==> src/rtl/fetch_if.sv <==
// Fetch-side bus bundle: instruction memory port, decode handshake,
// redirect request and fault report.
interface fetch_if;
  logic [63:0] imAddr;
  logic        imReq;
  logic [31:0] imData;
  logic        instValid;
  logic        instReady;
  logic [31:0] inst;
  logic [63:0] instPc;
  logic        redirect;
  logic [63:0] redirectPc;
  logic        fault;
  logic [63:0] faultPc;

  modport master (
    output imAddr, imReq, instValid, inst, instPc, fault, faultPc,
    input  imData, instReady, redirect, redirectPc
  );

  modport slave (
    input  imAddr, imReq, instValid, inst, instPc, fault, faultPc,
    output imData, instReady, redirect, redirectPc
  );
endinterface

==> src/rtl/fetch_ctrl.sv <==
// Instruction fetch sequencer: owns the PC, reads IM combinationally and
// buffers {PC, word} pairs in a small FIFO for decode.
module fetch_ctrl #(
  parameter logic [63:0] RESET_PC = 64'h0,
  parameter int          DEPTH    = 2,
  parameter int          IM_WORDS = 16
) (
  input  logic     clk_i,
  input  logic     rst_i,
  input  logic     en_i,
  fetch_if.master  bus
);

  localparam int          PtrW    = (DEPTH > 1) ? $clog2(DEPTH) : 1;
  localparam int          CntW    = $clog2(DEPTH + 1);
  localparam logic [63:0] PcLimit = 64'(4 * IM_WORDS);

  typedef enum logic [1:0] {
    StIdle,
    StRun,
    StFault
  } state_e;

  state_e            state_q, state_d;
  logic [63:0]       pc_q, pc_d;
  logic [63:0]       faultPc_q, faultPc_d;
  logic [31:0]       memInst_q [DEPTH];
  logic [63:0]       memPc_q   [DEPTH];
  logic [PtrW-1:0]   rdPtr_q, rdPtr_d;
  logic [PtrW-1:0]   wrPtr_q, wrPtr_d;
  logic [CntW-1:0]   count_q, count_d;

  logic push;
  logic pop;
  logic flush;
  logic full;
  logic pcLegal;

  always_comb begin
    pop     = (count_q != '0) && bus.instReady;
    full    = (count_q == CntW'(DEPTH));
    pcLegal = (pc_q[1:0] == 2'b00) && (pc_q < PcLimit);

    state_d   = state_q;
    pc_d      = pc_q;
    faultPc_d = faultPc_q;
    push      = 1'b0;
    flush     = 1'b0;

    // Redirect outranks everything: flush buffer, reload PC, clear any fault.
    if (bus.redirect) begin
      flush   = 1'b1;
      pc_d    = bus.redirectPc;
      state_d = (state_q == StIdle) ? StIdle : StRun;
    end else begin
      case (state_q)
        StIdle: begin
          if (en_i) state_d = StRun;
        end
        StRun: begin
          if (!pcLegal) begin
            state_d   = StFault;
            faultPc_d = pc_q;
          end else if (!full || pop) begin
            push = 1'b1;
            pc_d = pc_q + 64'd4;
          end
        end
        StFault: begin
          state_d = StFault;
        end
        default: state_d = StIdle;
      endcase
    end

    if (flush) begin
      rdPtr_d = '0;
      wrPtr_d = '0;
      count_d = '0;
    end else begin
      rdPtr_d = rdPtr_q + PtrW'(pop);
      wrPtr_d = wrPtr_q + PtrW'(push);
      count_d = count_q + CntW'(push) - CntW'(pop);
    end
  end

  always_ff @(posedge clk_i) begin
    if (rst_i) begin
      state_q   <= StIdle;
      pc_q      <= RESET_PC;
      faultPc_q <= '0;
      rdPtr_q   <= '0;
      wrPtr_q   <= '0;
      count_q   <= '0;
      for (int i = 0; i < DEPTH; i++) begin
        memInst_q[i] <= '0;
        memPc_q[i]   <= '0;
      end
    end else begin
      state_q   <= state_d;
      pc_q      <= pc_d;
      faultPc_q <= faultPc_d;
      rdPtr_q   <= rdPtr_d;
      wrPtr_q   <= wrPtr_d;
      count_q   <= count_d;
      if (push) begin
        memInst_q[wrPtr_q] <= bus.imData;
        memPc_q[wrPtr_q]   <= pc_q;
      end
    end
  end

  assign bus.imAddr    = pc_q;
  assign bus.imReq     = push;
  assign bus.instValid = (count_q != '0);
  assign bus.inst      = bus.instValid ? memInst_q[rdPtr_q] : '0;
  assign bus.instPc    = bus.instValid ? memPc_q[rdPtr_q] : '0;
  assign bus.fault     = (state_q == StFault);
  assign bus.faultPc   = faultPc_q;

endmodule

==> src/flat_wrapper.sv <==
// flat-port wrapper written by rule: the top's interface ports become plain ports
module fetch_ctrl_flat 
#(
  parameter logic [63:0] RESET_PC = 64'h0,
  parameter int          DEPTH    = 2,
  parameter int          IM_WORDS = 16
)
  (clk_i, rst_i, en_i, bus_imAddr, bus_imReq, bus_instValid, bus_inst, bus_instPc, bus_fault, bus_faultPc, bus_imData, bus_instReady, bus_redirect, bus_redirectPc);
  fetch_if bus_i ();
  input  logic clk_i;
  input  logic rst_i;
  input  logic en_i;
  output wire logic [$bits(bus_i.imAddr)-1:0] bus_imAddr;
  output wire logic [$bits(bus_i.imReq)-1:0] bus_imReq;
  output wire logic [$bits(bus_i.instValid)-1:0] bus_instValid;
  output wire logic [$bits(bus_i.inst)-1:0] bus_inst;
  output wire logic [$bits(bus_i.instPc)-1:0] bus_instPc;
  output wire logic [$bits(bus_i.fault)-1:0] bus_fault;
  output wire logic [$bits(bus_i.faultPc)-1:0] bus_faultPc;
  input wire logic [$bits(bus_i.imData)-1:0] bus_imData;
  input wire logic [$bits(bus_i.instReady)-1:0] bus_instReady;
  input wire logic [$bits(bus_i.redirect)-1:0] bus_redirect;
  input wire logic [$bits(bus_i.redirectPc)-1:0] bus_redirectPc;
  assign bus_imAddr = bus_i.imAddr;
  assign bus_imReq = bus_i.imReq;
  assign bus_instValid = bus_i.instValid;
  assign bus_inst = bus_i.inst;
  assign bus_instPc = bus_i.instPc;
  assign bus_fault = bus_i.fault;
  assign bus_faultPc = bus_i.faultPc;
  assign bus_i.imData = bus_imData;
  assign bus_i.instReady = bus_instReady;
  assign bus_i.redirect = bus_redirect;
  assign bus_i.redirectPc = bus_redirectPc;
  fetch_ctrl #(.RESET_PC(RESET_PC), .DEPTH(DEPTH), .IM_WORDS(IM_WORDS)) u_core (.clk_i(clk_i), .rst_i(rst_i), .en_i(en_i), .bus(bus_i));
endmodule
==> config.mk <==
export PLATFORM = sky130hd
export DESIGN_NAME = fetch_ctrl_flat
export DESIGN_NICKNAME = d
export VERILOG_FILES = /design/src/rtl/fetch_if.sv /design/src/rtl/fetch_ctrl.sv /design/src/flat_wrapper.sv
export SDC_FILE = /design/constraint.sdc
export NUM_CORES = 1
export LEC_CHECK = 0
export CORE_UTILIZATION = 44
export CTS_CLUSTER_SIZE = 28
export DETAILED_ROUTE_END_ITERATION = 8
export GPL_TIMING_DRIVEN = 0
export HOLD_SLACK_MARGIN = 0.1
export PLACE_DENSITY = 0.8
export SKIP_CTS_REPAIR_TIMING = 1
export SLEW_MARGIN = 15
export SYNTH_ARGS = -nofsm -noshare
export SYNTH_HDL_FRONTEND = slang
export SYNTH_SLANG_ARGS = --single-unit
==> constraint.sdc <==
create_clock -name clk_i -period 4.5 [get_ports clk_i]
set_clock_uncertainty 0.1 [all_clocks]
set_input_delay 0.9 -clock clk_i [delete_from_list [all_inputs] [get_ports clk_i]]
set_output_delay 0.9 -clock clk_i [all_outputs]
set_load 0.1 [all_outputs]
==> results.md, run 1 <==
- Status: completed
- PwrDens: between 300 and 400 nW/um^2
- Root Driver: clkbuf_16
- Maximum clock rate: 0.230 GHz
- Final count of hold timing violations: 0
- R2r endpoint: u_core.memPc_q[1][21]
- Setup TNS: 0 ns
- Reg-to-reg setup timing slack: about 0.46 ns
- Overflow after GRT: 0
- Peak supply drop: 0.271 mV
- Buffers added on ports: 326
- Power Internal: 0.00523 W
- Vias in the first global route: between 9,000 and 10,000
- Synth warnings: 0
- Pre-CTS setup slack: -0.235 ns
- RSZ-0062 raised after global routing: no
- Mapped cell area: 12,900 um^2
- Bufs on Longest Clock Path: 3
- Via density: 5.03
- Power share of the clock group: 40.8%
- Tot Pwr: 0.00703 W
- Clock Latency Late Sink: 0.52 ns
- Maximum number of pins on one net before global-route repair: 57
- First-pass GRT wire length: 54,400 um
- Worst r2r src: u_core.bus.imAddr[49]
- Antenna Diode Count: 0
- Average cell area after synthesis: 12.0 um^2
- GRT Util Overall: 23.5%
- Worst hold path type: reg -> reg
- CP required: 3.50 ns
- FFs w/ async S/R, synth: 0%
- Pleak: 6.89 nW
- Register area share after synthesis: around 65%
- Kind of critical path: reg -> out
- Synthesized flop and latch total: 326
- Post-DR wirelength/cell: 18.2 um
- Antenna violations before repair: 0
- CP Max Fanout: 10
- Die width: 173 um
- CORE AREA: between 20,000 and 30,000 um^2
- Nets: 1,669
- Normalized max-slew margin: 27.6%
- GP Congestion: 0.827
- Detail Placement HPWL: 25,400 um
- Pins over their slew limit: 0
- Main synth FF type: edfxtp_1
- H-tree lvl count: 2
- Num ports: 328
- Worst Setup End Kind: output pin
- Clock sink count: between 300 and 400
- Reg2Reg Depth: 7
- Sw frac: about a quarter
- Max-Cap Viols: 0
- Hold Startpoint: u_core.bus.faultPc[59]
- Hold endpoint: u_core.bus.faultPc[59]
- Register share of total power: 48.2%
- Post-synth EDFFs: around 190
- Full die area: 30,100 um^2
- Net Sw Power: roughly 0.0018 W
- Crit start category: register
- Comb pwr share: 10.9%
- Final worst path period need: 4.35 ns
- Period utilization: between 90% and 100%
- Hold Crit Depth: 2
- Clk slew on worst S/H paths: 0.06 ns
- Rows: 62
- Finish-stage setup viols: 0
- Ratio of cells with drive above 1 in the final layout: 6.23%
- Syn Inst Count: 1,077
- Num CTS Buffers: 35
- DR pass1 iterations: 5
- DRT iter0 DRCs: approximately 630
- WL final: ~36,000 um
- Synth cell types: 40
- Worst setup margin: between 0.1 and 0.15 ns
- Synth-to-layout area growth: 41.2%
- Vias: 9,921
- Initial Util: 44.9%
- Chip height: 173 um
- CTS tree: done
- CP arrival: 3.35 ns
- DR DRC count: 0
- Post-route ant nets: 0
- Worst slew pin tran: 1.08 ns
## how the worst max path moves through the flow
stage                                     start  cells after the start                     to
final                            u_core.rdPtr_q                      5         bus_instPc[13]
after detailed placement           bus_redirect                      5              bus_imReq
after global placement    u_core.bus.imAddr[48]                      6  u_core.memPc_q[1][42]
after floorplan           u_core.bus.imAddr[23]                     13      u_core.count_q[1]
after global routing             u_core.rdPtr_q                      5         bus_instPc[13]
after CTS                 u_core.bus.imAddr[48]                      7              bus_imReq
## state kept, by name, summed over array words and instances (netlist names)
register,flops
u_core.memInst_q,64
u_core.state_q,2
u_core.wrPtr_q,1
u_core.bus.imAddr,64
u_core.bus.faultPc,64
u_core.rdPtr_q,1
u_core.count_q,2
u_core.memPc_q,128
## layout make-up
class                   count  area (um^2)
multi-input cells         783         4620
clock buffers              49         1010
well taps                 384          480
fillers                  2241        10500
inverters                   8         30.0
plain buffers              79          303
clock inverters            14          141
repair buffers            329         3210
flip-flops and latches    326         8450
## layer usage
layer  routed length (um)  track usage (%)
met1                14000             27.6
met2                18100             41.8
met3                 2970             6.21
met4                  920             7.01
met5                    0                0
## power groups by stage
stage	Sequential, W	Combinational (W)	Clock, W
after floorplan	0.00375	0.000187	0
after global placement	0.00345	0.000750	0
after detailed placement	0.00345	0.000764	0
after CTS	0.00339	0.000768	0.00291
after global routing	0.00341	0.000807	0.00302
final	0.00339	0.000768	0.00287
## worst max-delay path, cell delays in order (launching register included)
cell and delay [ns]:
dfxtp_1 0.31, clkbuf_1 0.39, clkbuf_1 0.62, mux2i_1 0.16, nor2_1 0.19, clkdlybuf4s50_1 1.16
## cell usage in the layout (no fill, tap or decap), types with 2 or more instances in the layout
cell / count
xnor2_1: 2
clkbuf_16: 37
clkbuf_8: 4
clkdlybuf4s50_1: 282
and2_1: 74
a31oi_1: 2
o21ai_0: 69
inv_6: 2
bufinv_16: 2
buf_16: 2
nor3_1: 3
nor4_2: 2
clkbuf_2: 32
a21oi_1: 66
nor4_1: 15
ha_1: 6
nor2_1: 164
conb_1: 120
nand4_1: 5
buf_1: 17
nand3_1: 70
clkinv_2: 6
or4_1: 2
edfxtp_1: 192
buf_2: 2
nor4b_1: 2
mux2i_1: 155
and4_1: 2
nand2_1: 5
clkbuf_1: 65
inv_1: 8
dfxtp_1: 134
dlymetal6s2s_1: 14
## per-stage QoR
| step | cell area, um^2 | hold WS (ns) | std cells | utilization, % |
|---|---|---|---|---|
| 2_1_floorplan | 13400 | 0.385 | 1196 | - |
| 6_report | 18200 | 0.375 | 1972 | 63.4 |
| 3_3_place_gp | 17100 | 0.360 | 1906 | 59.5 |
| 3_5_place_dp | 17200 | 0.368 | 1909 | 59.7 |
| 4_1_cts | 18300 | 0.377 | 1972 | 63.8 |
| 5_1_grt | 18200 | 0.402 | 1972 | 63.4 |
## cells in the mapped netlist, types with 2 or more instances
cell type	instances	area share, %
a21o_1	2	0.12
a21oi_1	66	2.6
a31oi_1	2	0.097
and2_1	74	3.6
and4_1	2	0.14
buf_1	17	0.49
buf_2	2	0.077
clkbuf_1	57	1.7
clkbuf_2	3	0.12
dfxtp_1	134	21
edfxtp_1	192	45
ha_1	6	0.58
inv_1	8	0.23
mux2i_1	155	12
nand2_1	5	0.15
nand3_1	70	2.7
nand4_1	5	0.24
nor2_1	165	4.8
nor3_1	4	0.15
nor4_1	17	0.82
nor4b_1	2	0.14
o21ai_0	69	2.7
or4_1	2	0.12
xnor2_1	2	0.14
## cells by family (layout without fill, tap and decap cells)
logic type | after synthesis | after routing | share of synthesized area [%]
xor+xnor | 3 | 3 | 0.203
mux | 155 | 155 | 12.0
compound gates | 146 | 146 | 5.90
fa+ha+maj | 6 | 6 | 0.581
flops | 326 | 326 | 65.4
simple gates | 353 | 353 | 13.3
buf+inv | 87 | 479 | 2.58
other cells | 1 | 120 | 0.0290
Note: power is estimated with default switching activity, not from simulation.
==> run 2, diff against run 1 <==
--- a/config.mk
+++ b/config.mk
@@ -5,6 +5,7 @@
 export SDC_FILE = /design/constraint.sdc
 export NUM_CORES = 1
 export LEC_CHECK = 0
+export CORE_MARGIN = 2
 export CORE_UTILIZATION = 44
 export CTS_CLUSTER_SIZE = 28
 export DETAILED_ROUTE_END_ITERATION = 8
==> constraint.sdc (replaced) <==
create_clock -name clk_i -period 3.6 [get_ports clk_i]
set_clock_uncertainty 0.1 [all_clocks]
set_input_delay 0.72 -clock clk_i [delete_from_list [all_inputs] [get_ports clk_i]]
set_output_delay 0.72 -clock clk_i [all_outputs]
set_load 0.1 [all_outputs]
==> run 2 against run 1 <==
  * The run now ends with negative setup slack left
  * Utilization up 0.19 points
  * Cell count up 0.35%
  * Critical path depth grew 2
  * Critical endpoint is now bus_imReq
  * Largest power group unchanged
==> results.md, run 2 (same netlist as run 1, synthesis figures left out) <==
- Status: finished, violations left (was completed)
- Failing checks: negative setup slack
- First-pass GRT wire length: 55,500 um (was 54,400 um)
- Bufs on Longest Clock Path: 3 (unchanged)
- Normalized max-slew margin: 26.4% (was 27.6%)
- Max-Cap Viols: 0 (unchanged)
- Pleak: 6.92 nW (was 6.89 nW)
- Die width: 175 um (was 173 um)
- Final count of hold timing violations: 0 (unchanged)
- Peak supply drop: 0.398 mV (was 0.271 mV)
- Via density: 5.02 (was 5.03)
- Ratio of cells with drive above 1 in the final layout: 16.6% (was 6.23%)
- Setup TNS: -0.162 ns (was 0 ns)
- PwrDens: 474 nW/um^2 (was 385 nW/um^2)
- Pins over their slew limit: 0 (unchanged)
- Initial Util: 44.9% (unchanged)
- Buffers added on ports: 326 (unchanged)
- Post-route ant nets: 0 (unchanged)
- RSZ-0062 raised after global routing: yes (was no)
- Hold Crit Depth: 2 (unchanged)
- Antenna violations before repair: 0 (unchanged)
- Most frequent cells in the layout: 229 x clkdlybuf4s50_1, 192 x edfxtp_1, 155 x mux2i_1, 135 x nor2_1, 120 x conb_1 (was 282 x clkdlybuf4s50_1, 192 x edfxtp_1, 164 x nor2_1, 155 x mux2i_1, 134 x dfxtp_1)
- GP Congestion: 0.828 (was 0.827)
- Hold Startpoint: u_core.bus.faultPc[49] (was u_core.bus.faultPc[59])
- Clock sink count: 326 (unchanged)
- Worst slew pin tran: 1.10 ns (was 1.08 ns)
- Vias: 9,939 (was 9,921)
- CP required: 2.78 ns (was 3.50 ns)
- Synth-to-layout area growth: 41.6% (was 41.2%)
- DR pass1 iterations: 5 (unchanged)
- CP arrival: 2.94 ns (was 3.35 ns)
- Worst setup margin: -0.162 ns (was 0.149 ns)
- R2r endpoint: u_core.memPc_q[0][23] (was u_core.memPc_q[1][21])
- Clock Latency Late Sink: 0.52 ns (about the same)
- DRT iter0 DRCs: 712 (was 627)
- H-tree lvl count: 2 (unchanged)
- Root Driver: clkbuf_16 (unchanged)
- Multi-input logic area: 4780 um^2 (was 4620 um^2)
- Final Instance Area: 18,300 um^2 (was 18,200 um^2)
- CP Max Fanout: 10 (unchanged)
- Full die area: 30,800 um^2 (was 30,100 um^2)
- Max reg flops: 128 (unchanged)
- Hold endpoint: u_core.bus.faultPc[49] (was u_core.bus.faultPc[59])
- Finish-stage setup viols: 1 (was 0)
- Kind of critical path: reg -> out (unchanged)
- Num ports: 328 (unchanged)
- Num CTS Buffers: 35 (unchanged)
- Worst Setup End Kind: output pin (unchanged)
- Period utilization: 104%
- Seq. cell area: 8610 um^2 (was 8450 um^2)
- Nets: 1,675 (was 1,669)
- Most common cell after layout, fill and taps aside: clkdlybuf4s50_1 (unchanged)
- CTS tree: done (unchanged)
- DR DRC count: 0 (unchanged)
- Biggest register: u_core.memPc_q (unchanged)
- Maximum number of pins on one net before global-route repair: 52 (was 57)
- Detail Placement HPWL: 25,800 um (was 25,400 um)
- DP Area: 17,500 um^2 (was 17,200 um^2)
- Rows: 62 (unchanged)
- Worst hold path type: reg -> reg (unchanged)
- WL final: 36,500 um (was 35,900 um)
- Final worst path period need: 3.76 ns
- Maximum clock rate: around 0.27 GHz
- Overflow after GRT: 0 (unchanged)
- Crit start category: register (unchanged)
- GRT Util Overall: 23.2% (was 23.5%)
- Vias in the first global route: 10,000 (was 9,980)
- Chip height: 175 um (was 173 um)
- Clk slew on worst S/H paths: 0.06 ns (about the same)
- Fillers: 2,220 (was 2,241)
- Reg2Reg Depth: 8 (was 7)
- Min Hold Slack: 0.376 ns (was 0.375 ns)
- Post-DR wirelength/cell: 18.4 um (was 18.2 um)
- Tot Pwr: 0.00868 W (was 0.00703 W)
- CORE AREA: 28,800 um^2 (unchanged)
- Worst r2r src: u_core.bus.imAddr[12] (was u_core.bus.imAddr[49])
- Reg-to-reg setup timing slack: 0.15 ns (was 0.46 ns)
run 2: final cells by class:
cell class	instances	share of cell area, %
clock inverters	12	0.656
diodes	1	0.0137
well taps	384	2.63
plain buffers	79	1.78
clock buffers	51	5.35
multi-input cells	783	26.1
repair buffers	335	16.3
inverters	8	0.164
flip-flops and latches	326	47.0
run 2: worst max path at each step:
stage / endpoint / slack [ns] / start
after floorplan: u_core.count_q[1] / -0.07 / u_core.bus.imAddr[26]
after global placement: bus_imReq / -0.90 / bus_redirect
after detailed placement: bus_imReq / -0.91 / bus_redirect
after CTS: bus_imReq / -1.35 / u_core.bus.imAddr[48]
after global routing: bus_imReq / -0.18 / u_core.bus.imAddr[39]
final: bus_imReq / -0.16 / u_core.bus.imAddr[12]
run 2: report_power, final:
group          internal, W  switching, W
logic             0.000300      0.000684
clock network      0.00204       0.00142
registers          0.00413      0.000112
total              0.00647       0.00221
run 2: metrics by stage:
stage	worst slack [ns]	utilization, %	std cells
after floorplan	-0.0702	-	1196
after CTS	-1.35	64.5	1973
after global placement	-0.896	60.3	1906
after detailed placement	-0.907	60.7	1910
final	-0.162	63.6	1979
after global routing	-0.181	63.6	1978
run 2: critical path: stages (launching register included):
cell	delay, ns
dfxtp_4	0.36
nor4_2	0.45
nand4_1	0.27
or4_1	0.53
buf_2	0.19
clkbuf_8	0.18
nor3_4	0.23
buf_12	0.21
run 2: metal layers:
| metal | GRT usage (%) | wire, um | vias up |
|---|---|---|---|
| li1 | - | - | 4730 |
| met4 | 6.63 | 1010 | 0 |
| met1 | 27.2 | 14100 | 4729 |
| met3 | 7.27 | 3240 | 64 |
| met5 | 0 | 0 | - |
| met2 | 40.8 | 18000 | 416 |
==> RTL change 1: new RTL, config.mk and constraints of run 2 <==
Put a register stage on the output `bus.fault`, without a reset. The value now appears one clock later.
--- a/src/rtl/fetch_ctrl.sv
+++ b/src/rtl/fetch_ctrl.sv
@@ -115,7 +115,9 @@
   assign bus.instValid = (count_q != '0);
   assign bus.inst      = bus.instValid ? memInst_q[rdPtr_q] : '0;
   assign bus.instPc    = bus.instValid ? memPc_q[rdPtr_q] : '0;
-  assign bus.fault     = (state_q == StFault);
+  always_ff @(posedge clk_i) begin
+    bus.fault <= (state_q == StFault);
+  end
   assign bus.faultPc   = faultPc_q;
 
 endmodule
Function: changed (a bounded check fails within 4 cycles, from zero or initial values and one cycle with rst_i high).
==> RTL change 1 against run 2 <==
Critical path depth unchanged. Final area up 0.40%. Routed wire length down 0.77%. Worst setup slack better by 0.21 ns. Die area up 0.15%. Sequential cell count up 1. Synthesized area up 0.15%. Hold slack better by 0.0068 ns. Clock power down 4%. Fmax up 5.8%. Total power down 1.3%. Synthesized cell count about the same. Critical path type unchanged. Largest cell class unchanged. Highest routed layer unchanged.
==> RTL change 1: results (changes against run 2) <==
status: "complete, no violations"  # was finished with violations
critPathLaunch: "u_core.bus.imAddr[51]"  # was u_core.bus.imAddr[12]
vias: 9900  # was 9,939
worst-endpoint-arrival_ns: 2.73  # was 2.94 ns
grt_first_pass_wirelength_mm: 54.8  # was 55.5 mm
wl_met1_mm: 13.9  # was 14.1 mm
muxShareOfSynthArea_pct: 12.0  # about the same
largest_net_degree_at_the_start_of_global_routing: 57  # was 52
post_synth_xor_area_fraction_pct: 0.203  # about the same
holdPathEnd: "u_core.bus.faultPc[55]"  # was u_core.bus.faultPc[49]
initial_antenna_violation_count: 1  # was 0
worst_path_max_delay_cell: "or4_4"  # was or4_1
global_route.usage.met3_pct: 6.67  # was 7.27%
critical_path_s_largest_stage_delay_ns: 0.57  # was 0.53 ns
p_leak_uw: 0.00690  # was 0.00692 uW
place_congestion: 0.846  # was 0.828
nNetsFinal: 1678  # was 1,675
met3_wirelength_mm: 3.13  # was 3.24 mm
regToRegSetupSlack_ns: 0.28  # was 0.15 ns
detailedRoute.firstPassIterationCount: 7  # was 5
max-vdd-ir-drop_mv: 0.312  # was 0.398 mV
synth.avg_cell_area_um2: 12.0  # about the same
fin_hold_ws_ns: 0.382  # was 0.376 ns
reg2reg_to: "u_core.memPc_q[0][53]"  # was u_core.memPc_q[0][23]
wl_met2_mm: 18.0  # about the same
postRouteWirelength_mm: 36.2  # was 36.5 mm
met2_demand_to_capacity_share_in_global_routing_pct: 40.0  # was 40.8%
ys_top_cells_by_area: "edfxtp_1 (45%), dfxtp_1 (21%), mux2i_1 (12%)"  # unchanged
number_of_fill_cells_in_the_layout: 2339  # was 2,220
synth-adder-area-share_pct: 0.580  # was 0.581%
fraction_of_final_layout_cells_with_drive_strength_greater_than_1_pct: 17.3  # was 16.6%
max_slew_margin_pct: 27.9  # was 26.4%
stdcell_count: 1983  # was 1,979
vias_in_the_first_global_route: 10000  # about the same
global_route.usage.met1_pct: 26.8  # was 27.2%
## RTL change 1: report_power, final
group	internal [uW]	switching, uW
Combinational	303	680
Clock	1890	1440
Sequential	4140	116
## RTL change 1: stage by stage
step | setup WS [ns] | total power [uW] | setup TNS, ns | util (%) | instance area, um^2
after global placement | -0.914 | 5260 | -190.16 | 60.2 | 17400
after CTS | -1.29 | 8610 | -107.73 | 64.2 | 18500
after global routing | -0.0520 | 8850 | -0.752 | 63.7 | 18400
final | 0.0459 | 8570 | 0 | 63.7 | 18400
after floorplan | -0.0702 | 4930 | -0.0702 | - | 13600
after detailed placement | -0.946 | 5280 | -61.84 | 60.5 | 17500
## RTL change 1: area by class of cell
type                            instances  area (um^2)  area share [%]
Clock inverter                         17          101           0.552
Clock buffer                           47          962            5.24
Antenna cell                            1         2.50          0.0136
Buffer                                 79          334            1.82
Timing Repair Buffer                  336         3010            16.4
Multi-Input combinational cell        784         4830            26.3
Inverter                                8         30.0           0.163
Tap cell                              384          480            2.62
Sequential cell                       327         8630            47.0
==> RTL change 2: new RTL, flow settings as in run 2 <==
Made on the original files. `IM_WORDS` is set to 16 in 2 places; all go to 15.
--- a/src/rtl/fetch_ctrl.sv
+++ b/src/rtl/fetch_ctrl.sv
@@ -3,7 +3,7 @@
 module fetch_ctrl #(
   parameter logic [63:0] RESET_PC = 64'h0,
   parameter int          DEPTH    = 2,
-  parameter int          IM_WORDS = 16
+  parameter int          IM_WORDS = 15
 ) (
   input  logic     clk_i,
   input  logic     rst_i,
--- a/src/flat_wrapper.sv
+++ b/src/flat_wrapper.sv
@@ -3,7 +3,7 @@
 #(
   parameter logic [63:0] RESET_PC = 64'h0,
   parameter int          DEPTH    = 2,
-  parameter int          IM_WORDS = 16
+  parameter int          IM_WORDS = 15
 )
   (clk_i, rst_i, en_i, bus_imAddr, bus_imReq, bus_instValid, bus_inst, bus_instPc, bus_fault, bus_faultPc, bus_imData, bus_instReady, bus_redirect, bus_redirectPc);
   fetch_if bus_i ();
Check against the original RTL: not equivalent (Yosys sat finds a counterexample within 4 cycles, from zero or initial values and one cycle with rst_i high).
==> RTL change 2 against run 2 <==
The run still ends with setup timing left. Synthesized area is 0.65% higher. Via count is 5.2% lower. Combinational power is 5% higher. Critical path depth is 1 higher. Worst setup slack better by 0.0094 ns. Routed wire length is 3.1% lower. Sequential share of layout area is 0.59 points lower. Cell count is 0.86% lower. Sequential cell count stayed put. Final area is 1.7% higher. Total power is 1.3% higher. Clock power is 2% higher.
==> RTL change 2: results (changes against run 2) <==
p_int_uw: 6550  # was 6470 uW
grt_use_total_pct: 22.6  # was 23.2%
min-delay-start: "u_core.bus.faultPc[37]"  # was u_core.bus.faultPc[49]
largest_net_degree_at_the_start_of_global_routing: 26  # was 52
setup_viol_count_final: 1  # unchanged
place_congestion: 0.825  # was 0.828
vias_in_the_first_global_route: 9758  # was 10,000
worst-endpoint-arrival_ns: 2.93  # was 2.94 ns
multiInputCombCellCount: 774  # was 783
detailedRoute.firstPassIterationCount: 4  # was 5
non_clock_buffer_count: 403  # was 414
reg2reg_to: "u_core.memPc_q[1][24]"  # was u_core.memPc_q[0][23]
final.setup.worst_slack_ns: -0.152  # was -0.162 ns
initial_antenna_violation_count: 3  # was 0
failed_checks: "setup timing"  # unchanged
seq-cell-share_pct: 46.4  # was 47.0%
fin_hold_ws_ns: 0.358  # was 0.376 ns
r2r.worst_path.cells: 9  # was 8
status: "finished with violations"  # unchanged
synth_cell_type_count: 37  # was 40
critical_path_s_largest_stage_delay_ns: 0.57  # was 0.53 ns
ys_top_cells_by_area: "edfxtp_1 (44%), dfxtp_1 (21%), mux2i_1 (17%)"  # was edfxtp_1 (45%), dfxtp_1 (21%), mux2i_1 (12%)
nNetsFinal: 1656  # was 1,675
grt_first_pass_wirelength_mm: 53.6  # was 55.5 mm
dp_slack_ns: -0.844  # was -0.907 ns
[RTL change 2: changes by cell type after synthesis, sizes merged, moves of 11 or more]
cell / before / now
clkbuf: 60 / 49
a21oi: 66 / 2
o21ai: 69 / 8
mux2i: 155 / 217
nand2: 5 / 130
nand3: 70 / 3
[RTL change 2: routing by layer]
layer  vias to the layer above  share of wire [%]  global-route usage [%]
li1                       4550                  -                       -
met1                      4481                 39                    26.3
met2                       329                 51                    40.5
met3                        60                7.8                    6.32
met4                         2                2.4                    6.61
met5                         -              0.037                       0
[RTL change 2: cell families (layout without fill, tap and decap cells)]
family / after synthesis / count (layout) / synth area share (%)
AO/OA/AOI/OAI: 24 / 24 / 1.26
adder cells (fa/ha/maj): 6 / 6 / 0.577
multiplexers: 217 / 217 / 16.7
XOR/XNOR: 3 / 3 / 0.202
other: 1 / 122 / 0.0288
flip-flops: 326 / 326 / 65.0
buffers and inverters: 76 / 476 / 2.25
AND/OR/NAND/NOR: 404 / 404 / 14.0
